===== config.mk =====
export PLATFORM = sky130hd
export DESIGN_NAME = antisat_key_loader
export DESIGN_NICKNAME = d
export VERILOG_FILES = /design/src/rtl/antisat_pkg.sv /design/src/rtl/antisat_key_loader.sv
export SDC_FILE = /design/constraint.sdc
export NUM_CORES = 1
export LEC_CHECK = 0
export ABC_AREA = 0
export BUFFER_PORTS_ARGS = -buffer_cell sky130_fd_sc_hd__buf_2
export CAP_MARGIN = 20
export CELL_PAD_IN_SITES_DETAIL_PLACEMENT = 2
export CELL_PAD_IN_SITES_GLOBAL_PLACEMENT = 2
export CORE_MARGIN = 2
export CORE_UTILIZATION = 34
export CTS_CLUSTER_DIAMETER = 150
export DETAILED_ROUTE_END_ITERATION = 12
export PLACE_DENSITY = 0.83
export SLEW_MARGIN = 20
export SYNTH_ARGS = -nofsm -noshare
export SYNTH_HDL_FRONTEND = slang
export SYNTH_SLANG_ARGS = --single-unit

===== constraint.sdc =====
create_clock -name clk -period 1.8 [get_ports clk]
set_input_delay 0.18 -clock clk [delete_from_list [all_inputs] [get_ports clk]]
set_output_delay 0.18 -clock clk [all_outputs]
set_load 0.005 [all_outputs]

===== src/rtl/antisat_pkg.sv =====
// Shared types, constants and the reference checksum fold for the
// Anti-SAT key loader.
package antisat_pkg;

    typedef enum logic [1:0] {
        IDLE  = 2'd0,
        LOAD  = 2'd1,
        CHECK = 2'd2,
        DRAIN = 2'd3
    } loader_state_e;

    localparam int BYTE_W    = 8;
    // Widest key the fold helper accepts; callers zero-extend narrower keys.
    localparam int MAX_KEY_W = 256;

    // XOR of the low nbytes bytes of key: the checksum a valid frame carries.
    function automatic logic [BYTE_W-1:0] key_xor_fold(input logic [MAX_KEY_W-1:0] key,
                                                       input int nbytes);
        logic [BYTE_W-1:0] acc;
        acc = '0;
        for (int i = 0; i < MAX_KEY_W / BYTE_W; i++) begin
            if (i < nbytes) begin
                acc = acc ^ key[i*BYTE_W +: BYTE_W];
            end
        end
        return acc;
    endfunction

endpackage


===== src/rtl/antisat_key_loader.sv =====
// Anti-SAT key loader: receives key bytes LSB first plus an XOR checksum
// over a valid/ready byte stream and commits the key to key_out only when
// the whole frame validates. Until then key_out stays all-zero.
//
// Handshake: a byte moves on a rising edge where s_valid && s_ready. The
// source may raise s_valid at any time and must hold s_data/s_last until
// the transfer edge. s_ready is low only during reset and in CHECK.
module antisat_key_loader
    import antisat_pkg::*;
#(
    parameter int KEY_W = 32   // multiple of 8, at least 8
) (
    input  logic             clk,
    input  logic             rst,
    input  logic             clear,
    input  logic             s_valid,
    input  logic [7:0]       s_data,
    input  logic             s_last,
    output logic             s_ready,
    output logic [KEY_W-1:0] key_out,
    output logic             key_valid,
    output logic             err,
    output logic             busy,
    output logic [1:0]       dbg_state
);

    localparam int NBYTES = KEY_W / BYTE_W;
    localparam int CW     = $clog2(NBYTES + 1);
    localparam logic [CW-1:0] LAST_CNT = CW'(NBYTES);

    loader_state_e     r_state;
    loader_state_e     w_state_nx;
    logic [CW-1:0]     r_count;
    logic [KEY_W-1:0]  r_shadow;
    logic [BYTE_W-1:0] r_csum;
    logic [KEY_W-1:0]  r_key;
    logic              r_key_valid;
    logic              r_err;
    logic              r_match;     // checksum byte equalled running XOR
    logic              r_ck_last;   // s_last seen on the checksum byte
    logic              w_xfer;
    logic              w_commit;
    logic              w_fail;

    assign s_ready   = !rst && (r_state != CHECK);
    assign w_xfer    = s_valid && s_ready;
    assign key_out   = r_key;
    assign key_valid = r_key_valid;
    assign err       = r_err;
    assign busy      = (r_state != IDLE);
    assign dbg_state = r_state;

    // State register; rst beats clear, clear beats everything else.
    always_ff @(posedge clk) begin
        if (rst || clear) begin
            r_state <= IDLE;
        end else begin
            r_state <= w_state_nx;
        end
    end

    // Next state plus commit/reject decisions for the current cycle.
    always_comb begin
        w_state_nx = r_state;
        w_commit   = 1'b0;
        w_fail     = 1'b0;
        case (r_state)
            IDLE: begin
                if (w_xfer) begin
                    if (s_last) begin
                        w_fail = 1'b1;          // one-byte frame: reject, stay idle
                    end else begin
                        w_state_nx = LOAD;
                    end
                end
            end
            LOAD: begin
                if (w_xfer) begin
                    if (r_count == LAST_CNT) begin
                        w_state_nx = CHECK;     // this byte is the checksum
                    end else if (s_last) begin
                        w_fail     = 1'b1;      // short frame
                        w_state_nx = IDLE;
                    end
                end
            end
            CHECK: begin
                if (r_match && r_ck_last) begin
                    w_commit = 1'b1;
                end else begin
                    w_fail = 1'b1;
                end
                // Without s_last on the checksum the frame tail must be drained.
                w_state_nx = r_ck_last ? IDLE : DRAIN;
            end
            DRAIN: begin
                if (w_xfer && s_last) begin
                    w_state_nx = IDLE;
                end
            end
            default: w_state_nx = IDLE;
        endcase
    end

    // Shadow/checksum accumulation and the committed key register.
    always_ff @(posedge clk) begin
        if (rst || clear) begin
            r_count     <= '0;
            r_shadow    <= '0;
            r_csum      <= '0;
            r_key       <= '0;
            r_key_valid <= 1'b0;
            r_err       <= 1'b0;
            r_match     <= 1'b0;
            r_ck_last   <= 1'b0;
        end else begin
            r_err <= w_fail;
            if (w_fail) begin
                // A rejected frame also revokes any previously committed key.
                r_key       <= '0;
                r_key_valid <= 1'b0;
                r_shadow    <= '0;
                r_count     <= '0;
                r_csum      <= '0;
            end else if (w_commit) begin
                r_key       <= r_shadow;
                r_key_valid <= 1'b1;
                r_shadow    <= '0;
                r_count     <= '0;
                r_csum      <= '0;
            end else if (w_xfer && (r_state == IDLE)) begin
                r_shadow[BYTE_W-1:0] <= s_data;
                r_count              <= CW'(1);
                r_csum               <= s_data;
            end else if (w_xfer && (r_state == LOAD)) begin
                if (r_count == LAST_CNT) begin
                    r_match   <= (s_data == r_csum);
                    r_ck_last <= s_last;
                end else begin
                    for (int k = 0; k < NBYTES; k++) begin
                        if (r_count == CW'(k)) begin
                            r_shadow[k*BYTE_W +: BYTE_W] <= s_data;
                        end
                    end
                    r_count <= r_count + CW'(1);
                    r_csum  <= r_csum ^ s_data;
                end
            end
        end
    end

endmodule

; ---- Word-level counts from Yosys, hierarchy flattened
; Cells that the tools add are included.
[totals]
reg_bits = 81
latchBits = 0
ramBits = 0
rom_bits = 0
inputBits = 13
output_inout_bits = 38
elab_cells = 84
memories = 0
[op_classes]
add_sub_neg = 1
mul = 0
div = 0
magnitude_cmp = 0
eq_ne = 15
shift = 0
n_mux = 26
bitwise_logic = 5
reduce_logical = 24
[op_table]
columns = cell, count
row1 = $mux W8, 7
row2 = $mux W2, 7
row3 = $reduce_and A4 Y1, 3
row4 = $mux W1, 10
row5 = $ne A2 B2 Y1 const B, 5
row6 = $reduce_and A5 Y1, 2
row7 = $eq A8 B8 Y1, 1
row8 = $pmux W2 S4, 1
row9 = $xor A8 B8 Y8, 1
row10 = $eq A3 B2 Y1 const B, 2
row11 = $logic_and A1 B1 Y1, 6
row12 = $reduce_bool A2 Y1, 3
row13 = $eq A2 B2 Y1 const B, 2
row14 = $not A1 Y1, 4
row15 = $reduce_and A2 Y1, 2
row16 = $reduce_or A4 Y1, 1
row17 = $add A3 B1 Y3 const B, 1
row18 = $eq A3 B1 Y1 const B, 1
row19 = $eq A3 B3 Y1 const B, 1
row20 = $logic_not A3 Y1, 1
row21 = $ne A3 B3 Y1 const B, 1
row22 = $pmux W1 S3, 1
row23 = $reduce_and A3 Y1, 1
row24 = $reduce_or A3 Y1, 1
row25 = other kinds (6), 6

; ---- Depth between registers and ports, before layout
; Gate-level depths: netlist of the first run.
[logic_depth]
depth_word = 7
depth_mapped = 7
depth_no_buf = 6

; ---- Worst setup path after synthesis of the first run
; No wires, ideal clock.
[synth_path]
path_kind = reg2reg
from = register r_count[0]
to = register r_ck_last
setup_ps = 114
arrival_ps = 1362
required_time_ps = 1686
path_slack_ps = 323
path_stages_with_launch = 8
path_buffers = 1
period_less_slack_ps = 1477
path_cell_list = dfxtp_1 > inv_1 > ha_1 > and2_1 > clkbuf_1 > nand3_1 > mux2i_1 > nor2_1
[synth_via]
elab_chain_cells = 6
[synth_rtl]
columns = element, line_no
row1 = from (decl), antisat_key_loader.sv:33  ; logic [CW-1:0] r_count;
row2 = from (signal assigned), antisat_key_loader.sv:145  ; r_count <= r_count + CW'(1);
row3 = $eq A3 B3 Y1 *, "antisat_key_loader.sv:79, antisat_key_loader.sv:136"
row4 = $mux W1, antisat_key_loader.sv:79  ; if (r_count == LAST_CNT) begin
row5 = $mux W1, antisat_key_loader.sv:78  ; if (w_xfer) begin
row6 = $pmux W1 S3, antisat_key_loader.sv:67  ; case (r_state)
row7 = $not A1 Y1 (no line), -
row8 = $reduce_and A5 Y1 (no line) *, -
row9 = to (signal assigned), antisat_key_loader.sv:138  ; r_ck_last <= s_last;
row10 = to (decl), antisat_key_loader.sv:40  ; logic r_ck_last;
; Mark *: on every way between the ends. The rest lies on a longest branch, timed or not.
; A chain may end at the register's enable or synchronous reset.

; ---- Worst setup path in the final report of the first run
[layout_path]
from = register r_state[1] (netlist: dbg_state[1])
to = register r_shadow[30]
[layout_via]
elab_chain_cells = 6
word_cells_on_any_way = 15
cone_classes = 3 x eq/ne / 4 x mux / 1 x bitwise / 7 x reduce/logical
[layout_rtl]
columns = element, line_no
row1 = from (decl), antisat_key_loader.sv:31  ; loader_state_e r_state;
row2 = from (signal assigned), antisat_key_loader.sv:58  ; r_state <= w_state_nx;
row3 = $ne A2 B2 Y1, antisat_key_loader.sv:45  ; assign s_ready = !rst && (r_state != CHECK);
row4 = $logic_and A1 B1 Y1, antisat_key_loader.sv:45
row5 = $logic_and A1 B1 Y1, antisat_key_loader.sv:46  ; assign w_xfer = s_valid && s_ready;
row6 = "$mux W1, or another cell as far along", antisat_key_loader.sv:78
row7 = $pmux W1 S3 or $not A1 Y1 (tied branches), -
row8 = $reduce_or A3 Y1 (no line) or $reduce_and A4 Y1 (tied branches), -
row9 = "to (signal, indexed assignment)", antisat_key_loader.sv:132  ; r_shadow[BYTE_W-1:0] <= s_data;
row10 = "to (signal, indexed assignment)", antisat_key_loader.sv:142  ; r_shadow[k*BYTE_W +: BYTE_W] <= s_data;
row11 = to (decl), antisat_key_loader.sv:34  ; logic [KEY_W-1:0] r_shadow;
; Several ways; a longest one is shown, not always the timed one.

==> results of run 1 <==
-- layout make-up --
type                            instances  area (µm²)  area share
Multi-Input combinational cell        266        1570       0.389
Clock inverter                          6         138      0.0342
Sequential cell                        81        1620       0.404
Inverter                                4        15.0     0.00373
Timing Repair Buffer                   63         385      0.0958
Clock buffer                           10         128      0.0317
Tap cell                              133         166      0.0414
-- registers in the layout (all words and copies together) (netlist names) --
signal,count
dbg_state,2
err,1
key_out,32
key_valid,1
r_ck_last,1
r_count,3
r_csum,8
r_match,1
r_shadow,32
-- what timing repair did --
item / CTS / global route
resized for setup: 0 / 3
endpoints found under the setup margin: 0 / 49
buffers inserted: 0 / 1
-- per-layer routing --
| metal | part of all wire | wire length (µm) | vias to the layer above |
|---|---|---|---|
| met4 | 0.028 | 303 | 0 |
| li1 | - | - | 1375 |
| met3 | 0.033 | 354 | 24 |
| met1 | 0.41 | 4480 | 1483 |
| met2 | 0.53 | 5690 | 60 |
| met5 | 0 | 0 | - |
-- per-stage QoR --
step | cells | setup WS [ns] | total power [mW] | utilization | hold slack [ns]
floorplan | 380 | 0.323 | 1.97 | - | 0.324
global placement | 546 | 0.210 | 2.03 | 0.385 | 0.440
detailed placement | 546 | 0.0495 | 2.04 | 0.385 | 0.445
CTS | 562 | 0.0140 | 3.82 | 0.413 | 0.136
global route | 563 | -0.0621 | 3.94 | 0.415 | 0.149
finish | 563 | 0.0943 | 3.81 | 0.415 | 0.136
-- path summary, 6_finish.rpt --
path                  endpoint  cells after the start
setup / recovery  r_shadow[30]                      4
hold / removal    dbg_state[0]                      3
setup reg to reg  r_shadow[30]                      4
hold reg to reg    key_out[15]                      2
-- cell usage after synthesis --
| cell type | instances | area, µm² |
|---|---|---|
| and2_1 | 1 | 6.26 |
| o22ai_1 | 1 | 6.26 |
| mux2i_1 | 33 | 330 |
| a21oi_4 | 1 | 16.3 |
| dfxtp_1 | 81 | 1620 |
| nand2_1 | 71 | 267 |
| o21ai_0 | 18 | 90.1 |
| nor3b_4 | 1 | 18.8 |
| a31oi_1 | 1 | 6.26 |
| xnor2_1 | 1 | 8.76 |
| or3b_4 | 1 | 11.3 |
| clkbuf_2 | 1 | 5.00 |
| nor2_2 | 8 | 50.1 |
| inv_1 | 4 | 15.0 |
| nor4_1 | 1 | 6.26 |
| buf_2 | 15 | 75.1 |
| nand2b_1 | 2 | 12.5 |
| nor3_1 | 3 | 15.0 |
| nand4_2 | 3 | 37.5 |
| nand3b_2 | 1 | 11.3 |
| nand3_1 | 15 | 75.1 |
| nor2_1 | 29 | 109 |
| buf_4 | 6 | 45.0 |
| or2_2 | 2 | 12.5 |
| o211ai_1 | 1 | 7.51 |
| clkbuf_1 | 7 | 26.3 |
| and3_1 | 1 | 6.26 |
| nand4_1 | 2 | 12.5 |
| ha_1 | 5 | 62.6 |
| a21oi_1 | 46 | 230 |
| xor2_1 | 7 | 61.3 |
| nor2b_1 | 1 | 6.26 |
| a32oi_1 | 9 | 78.8 |
| and2b_1 | 1 | 7.51 |
-- logic make-up (layout without fill, tap and decap cells) --
kind of cell / Yosys count / count (layout)
and+or+nand+nor: 143 / 143
DFF: 81 / 81
AOI/OAI and AO/OA: 77 / 77
muxes: 33 / 33
buffers and inverters: 33 / 83
xor gates and xnor gates: 8 / 8
adders and majority gates: 5 / 5
-- critical path: cells and delay by family, from the launching register on --
kind          cells  cell delay [ns]
simple gates      3             0.89
flops             1             0.40
mux               1             0.30
-- power groups by stage --
stage / clock network, mW / registers (mW) / logic [mW]
after detailed placement: 0 / 1.85 / 0.187
after CTS: 1.83 / 1.81 / 0.191
after global routing: 1.92 / 1.81 / 0.215
after floorplan: 0 / 1.85 / 0.122
after global placement: 0 / 1.85 / 0.178
final: 1.80 / 1.81 / 0.198
==> metrics, run 1 <==
status finished clean; DR vias 2942; most used routing layer met2; GR Util met3 0.0255; Die Height slightly above 100 µm; Area Overhead vs Synth 20.0%; Die X approximately 100 µm; Simple-Gate Fraction of Synth Area 0.198; worst rel slew slack 0.728; leak pwr 1.67 nW; worst min path class input port to flip-flop; Initial Util 0.346; num ports just over 50; Synth Area in Compound Gates 0.130; CP endpoint kind flip-flop; TritonCTS clock tree done; Crit path largest cell delay around 0.41 ns; Core ar. slightly below 0.01 mm²; fill count between 1000 and 1500; f_max between 500 and 600 MHz; average wire per standard cell slightly below 20 µm; CTS Root Cell clkbuf_8; GPL Wtd Cong around 0.78; synth warn 0; min cycle time layout roughly 1.7 ns; DR iter-0 viols 189; final critical-path share of the clock period 0.948; initial antenna violation count 0; worst r2r src dbg_state[1]; hold-fix buffers at CTS 0; worst skew pair latency about 0.36 ns; CTS Buffer Depth 2; largest family of logic cells by synthesized area simple AND/OR/NAND/NOR gates; Inserted Clock Buffers 9; hold_sp clear; Cell Chain, Critical Path nor3b_4 -> nand4_2 -> mux2i_1 -> nor2_1; largest net degree at the start of global routing 36; global route total overflow 0; Crit. Startpoint dbg_state[1]; commonest cells after routing, fill and taps aside 79 x dfxtp_1, 71 x nand2_1, 50 x buf_2, 46 x a21oi_1, 33 x mux2i_1; clock skew 0.00639 ns; met1 Track Usage GR 0.261; final hold violations 0; Slew @ Worst Pin 0.408 ns; CP max FO 8; All-Layer GR Usage 0.212; XOR/XNOR Fraction of Synth Area 0.0209; max-cap violation count 0; internal cell power 2.94 mW; Final #Nets about 440; commonest non-fill, non-tap cell in the layout dfxtp_1; switching pwr a little under 900 µW; Pwr per Cell Area roughly 950 mW/mm²; WL final around 11000 µm; critical path type flip-flop to flip-flop; HPWL Detailed 7020 µm; Clock Sinks 81; Sw Ratio 0.229; GR met2 Demand/Resource 0.380; Max IR drop VDD roughly 0.38 mV; Vias/cell about 5.2; TNS Setup 0 ns; synth unique cells 34; Max H-tree Level 3; Antenna Nets Post-Route 0; Mapped Area approximately 0.0034 mm²; CP max stage cell nand4_2; area of the die between 0.01 and 0.015 mm²; drt first pass iters 4; port bufs 50; number of diodes 0; Reg clk slew, reported paths 0.09 ns; post-synthesis sequential area ratio 0.484; Area after DPL around 0.0037 mm²; FF-to-FF setup slack between 0.09 and 0.1 ns; first-pass GRT wire length about 17000 µm; ratio of cells with drive above 1 in the final layout 0.228; Seq cells post-synth between 80 and 90; DRC viols 0; Avg Inst Size Synth between 8 and 9 µm²; RSZ-0062 raised after global routing true; Arr. time, crit path between 1.5 and 2 ns; sequential power share 0.474; mux cell area share after synthesis 0.0986; Mapped Cells 380; combinational power share 0.052; final setup vio count 0; cell area after layout about 0.0040 mm²; syn_nets between 300 and 400; CP Launch Type flip-flop; power share of the clock group 0.474; vias in the first global route roughly 3100; Core Rows 36; fin. max-slew vios 0; Data required, critical path ~2 ns; post-synthesis adder-cell area fraction 0.0187
(Power assumes the default switching activity.)
==> inputs of run 2 (changes only) <==
Settings changed: CORE_UTILIZATION 34 to 30, PLACE_DENSITY 0.83 to 0.75.
==> metrics, run 2 (synthesized netlist as in run 1, its figures left out) <==
status finished clean (unchanged); Antenna Nets Post-Route 0 (unchanged); first-pass GRT wire length 15200 µm (was 17000 µm); Area Overhead vs Synth 18.8% (was 20.0%); All-Layer GR Usage 0.167 (was 0.212); number of diodes 0 (unchanged); max-cap violation count 0 (unchanged); Max IR drop VDD 0.308 mV (was 0.384 mV); final critical-path share of the clock period 0.894 (was 0.948); largest net degree at the start of global routing 33 (was 36); Die Height 110 µm (was 103 µm); average wire per standard cell 16.5 µm (was 19.2 µm); WL final 9380 µm (was 10800 µm); Initial Util 0.308 (was 0.346); commonest non-fill, non-tap cell in the layout dfxtp_1 (unchanged); Inst Count DP 556 (was 546); port bufs 50 (unchanged); min cycle time layout 1.61 ns (was 1.71 ns); fin. max-slew vios 0 (unchanged); Hold Path Stages 3 (unchanged); clock skew 0.00931 ns (was 0.00639 ns); DR vias 2846 (was 2942); final setup vio count 0 (unchanged); GPL Wtd Cong 0.731 (was 0.782); Final #Nets 446 (was 443); Inserted Clock Buffers 9 (unchanged); CTS Buffer Depth 2 (unchanged); CTS Root Cell clkbuf_8 (unchanged); Pwr per Cell Area 821 mW/mm² (was 948 mW/mm²); RSZ-0062 raised after global routing false (was true); num ports 51 (unchanged); Vias/cell 4.99 (was 5.23); CP endpoint kind flip-flop (unchanged); ratio of cells with drive above 1 in the final layout 0.230 (was 0.228); initial antenna violation count 0 (unchanged); drt first pass iters 4 (unchanged); worst min path class input port to flip-flop (unchanged); final hold violations 0 (unchanged); TritonCTS clock tree done (unchanged); CP Launch Type flip-flop (unchanged); Reg clk slew, reported paths 0.08 ns (was 0.09 ns); vias in the first global route 2936 (was 3065); worst skew pair latency 0.36 ns (about the same); f_max 621 MHz (was 586 MHz); Slew @ Worst Pin 0.371 ns (was 0.408 ns); Max H-tree Level 3 (unchanged); Data required, critical path 2.08 ns (was 2.05 ns); Post-Layout Cell Count 570 (was 563); leak pwr 1.61 nW (was 1.67 nW); commonest cells after routing, fill and taps aside 81 x dfxtp_1, 71 x nand2_1, 50 x buf_2, 46 x a21oi_1, 33 x mux2i_1 (was 79 x dfxtp_1, 71 x nand2_1, 50 x buf_2, 46 x a21oi_1, 33 x mux2i_1); DR iter-0 viols 106 (was 189); fill count 1270 (was 1078); DRC viols 0 (unchanged); Die X 110 µm (was 103 µm); HPWL Detailed 6490 µm (was 7020 µm); area of the die 0.0120 mm² (was 0.0107 mm²); critical path type flip-flop to flip-flop (unchanged); final hold slack 0.118 ns (was 0.136 ns); CP max FO 32 (was 8); Arr. time, crit path 1.89 ns (was 1.96 ns); fin util 0.366 (was 0.415); worst rel slew slack 0.752 (was 0.728); Clock Sinks 81 (unchanged); R2R depth 7 (was 4); Core Rows 38 (was 36); Core ar. 0.0109 mm² (was 0.00968 mm²); global route total overflow 0 (unchanged)
==> run 2: worst max-delay path, stage by stage, from the launching register on <==
cell	delay [ns]
dfxtp_1	0.35
inv_1	0.12
ha_2	0.24
nand3_1	0.11
nand3_1	0.19
nand3b_2	0.14
buf_12	0.20
nor3_1	0.19
==> run 2: final timing paths <==
kind	slack, ns	endpoint	from
min	0.12	r_ck_last	s_last
min reg2reg	0.46	key_out[8]	key_out[8]
max	0.19	r_count[0]	r_count[0]
max reg2reg	0.19	r_count[0]	r_count[0]
==> run 2: metrics by stage <==
| stage | total power, mW | area [µm²] | setup WS, ns | setup TNS (ns) |
|---|---|---|---|---|
| after floorplan | 1.97 | 3350 | 0.323 | 0 |
| after global placement | 2.03 | 3760 | 0.0366 | 0 |
| after detailed placement | 2.03 | 3760 | -0.126 | -0.663 |
| after CTS | 3.32 | 3940 | 0.0407 | 0 |
| after global routing | 3.42 | 3980 | 0.0531 | 0 |
| final | 3.27 | 3980 | 0.190 | 0 |
==> run 2: what timing repair did <==
item | CTS | global route
gates resized for setup | 1 | 5
pin swaps | 0 | 1
setup buffers | 0 | 1
hold buffers | 0 | 0
endpoints found under the setup margin | 11 | 43
==> run 2: area by class of cell <==
| class | instances | area [µm²] | share of cell area |
|---|---|---|---|
| Timing Repair Buffer | 66 | 408 | 0.102 |
| Inverter | 4 | 15.0 | 0.00377 |
| Clock inverter | 4 | 47.5 | 0.0119 |
| Tap cell | 140 | 175 | 0.0440 |
| Sequential cell | 81 | 1620 | 0.407 |
| Clock buffer | 9 | 124 | 0.0311 |
| Multi-Input combinational cell | 266 | 1590 | 0.399 |
==> run 2: report_power, final <==
part	switching, mW	internal [mW]
clock	0.657	0.613
combinational	0.121	0.0694
sequential	0.00837	1.80
==> run 2: per-layer routing <==
metal / global-route usage / wire length [µm]
met5: 0 / 0
met4: 0.0696 / 126
met3: 0.0314 / 245
met2: 0.279 / 4640
met1: 0.210 / 4360
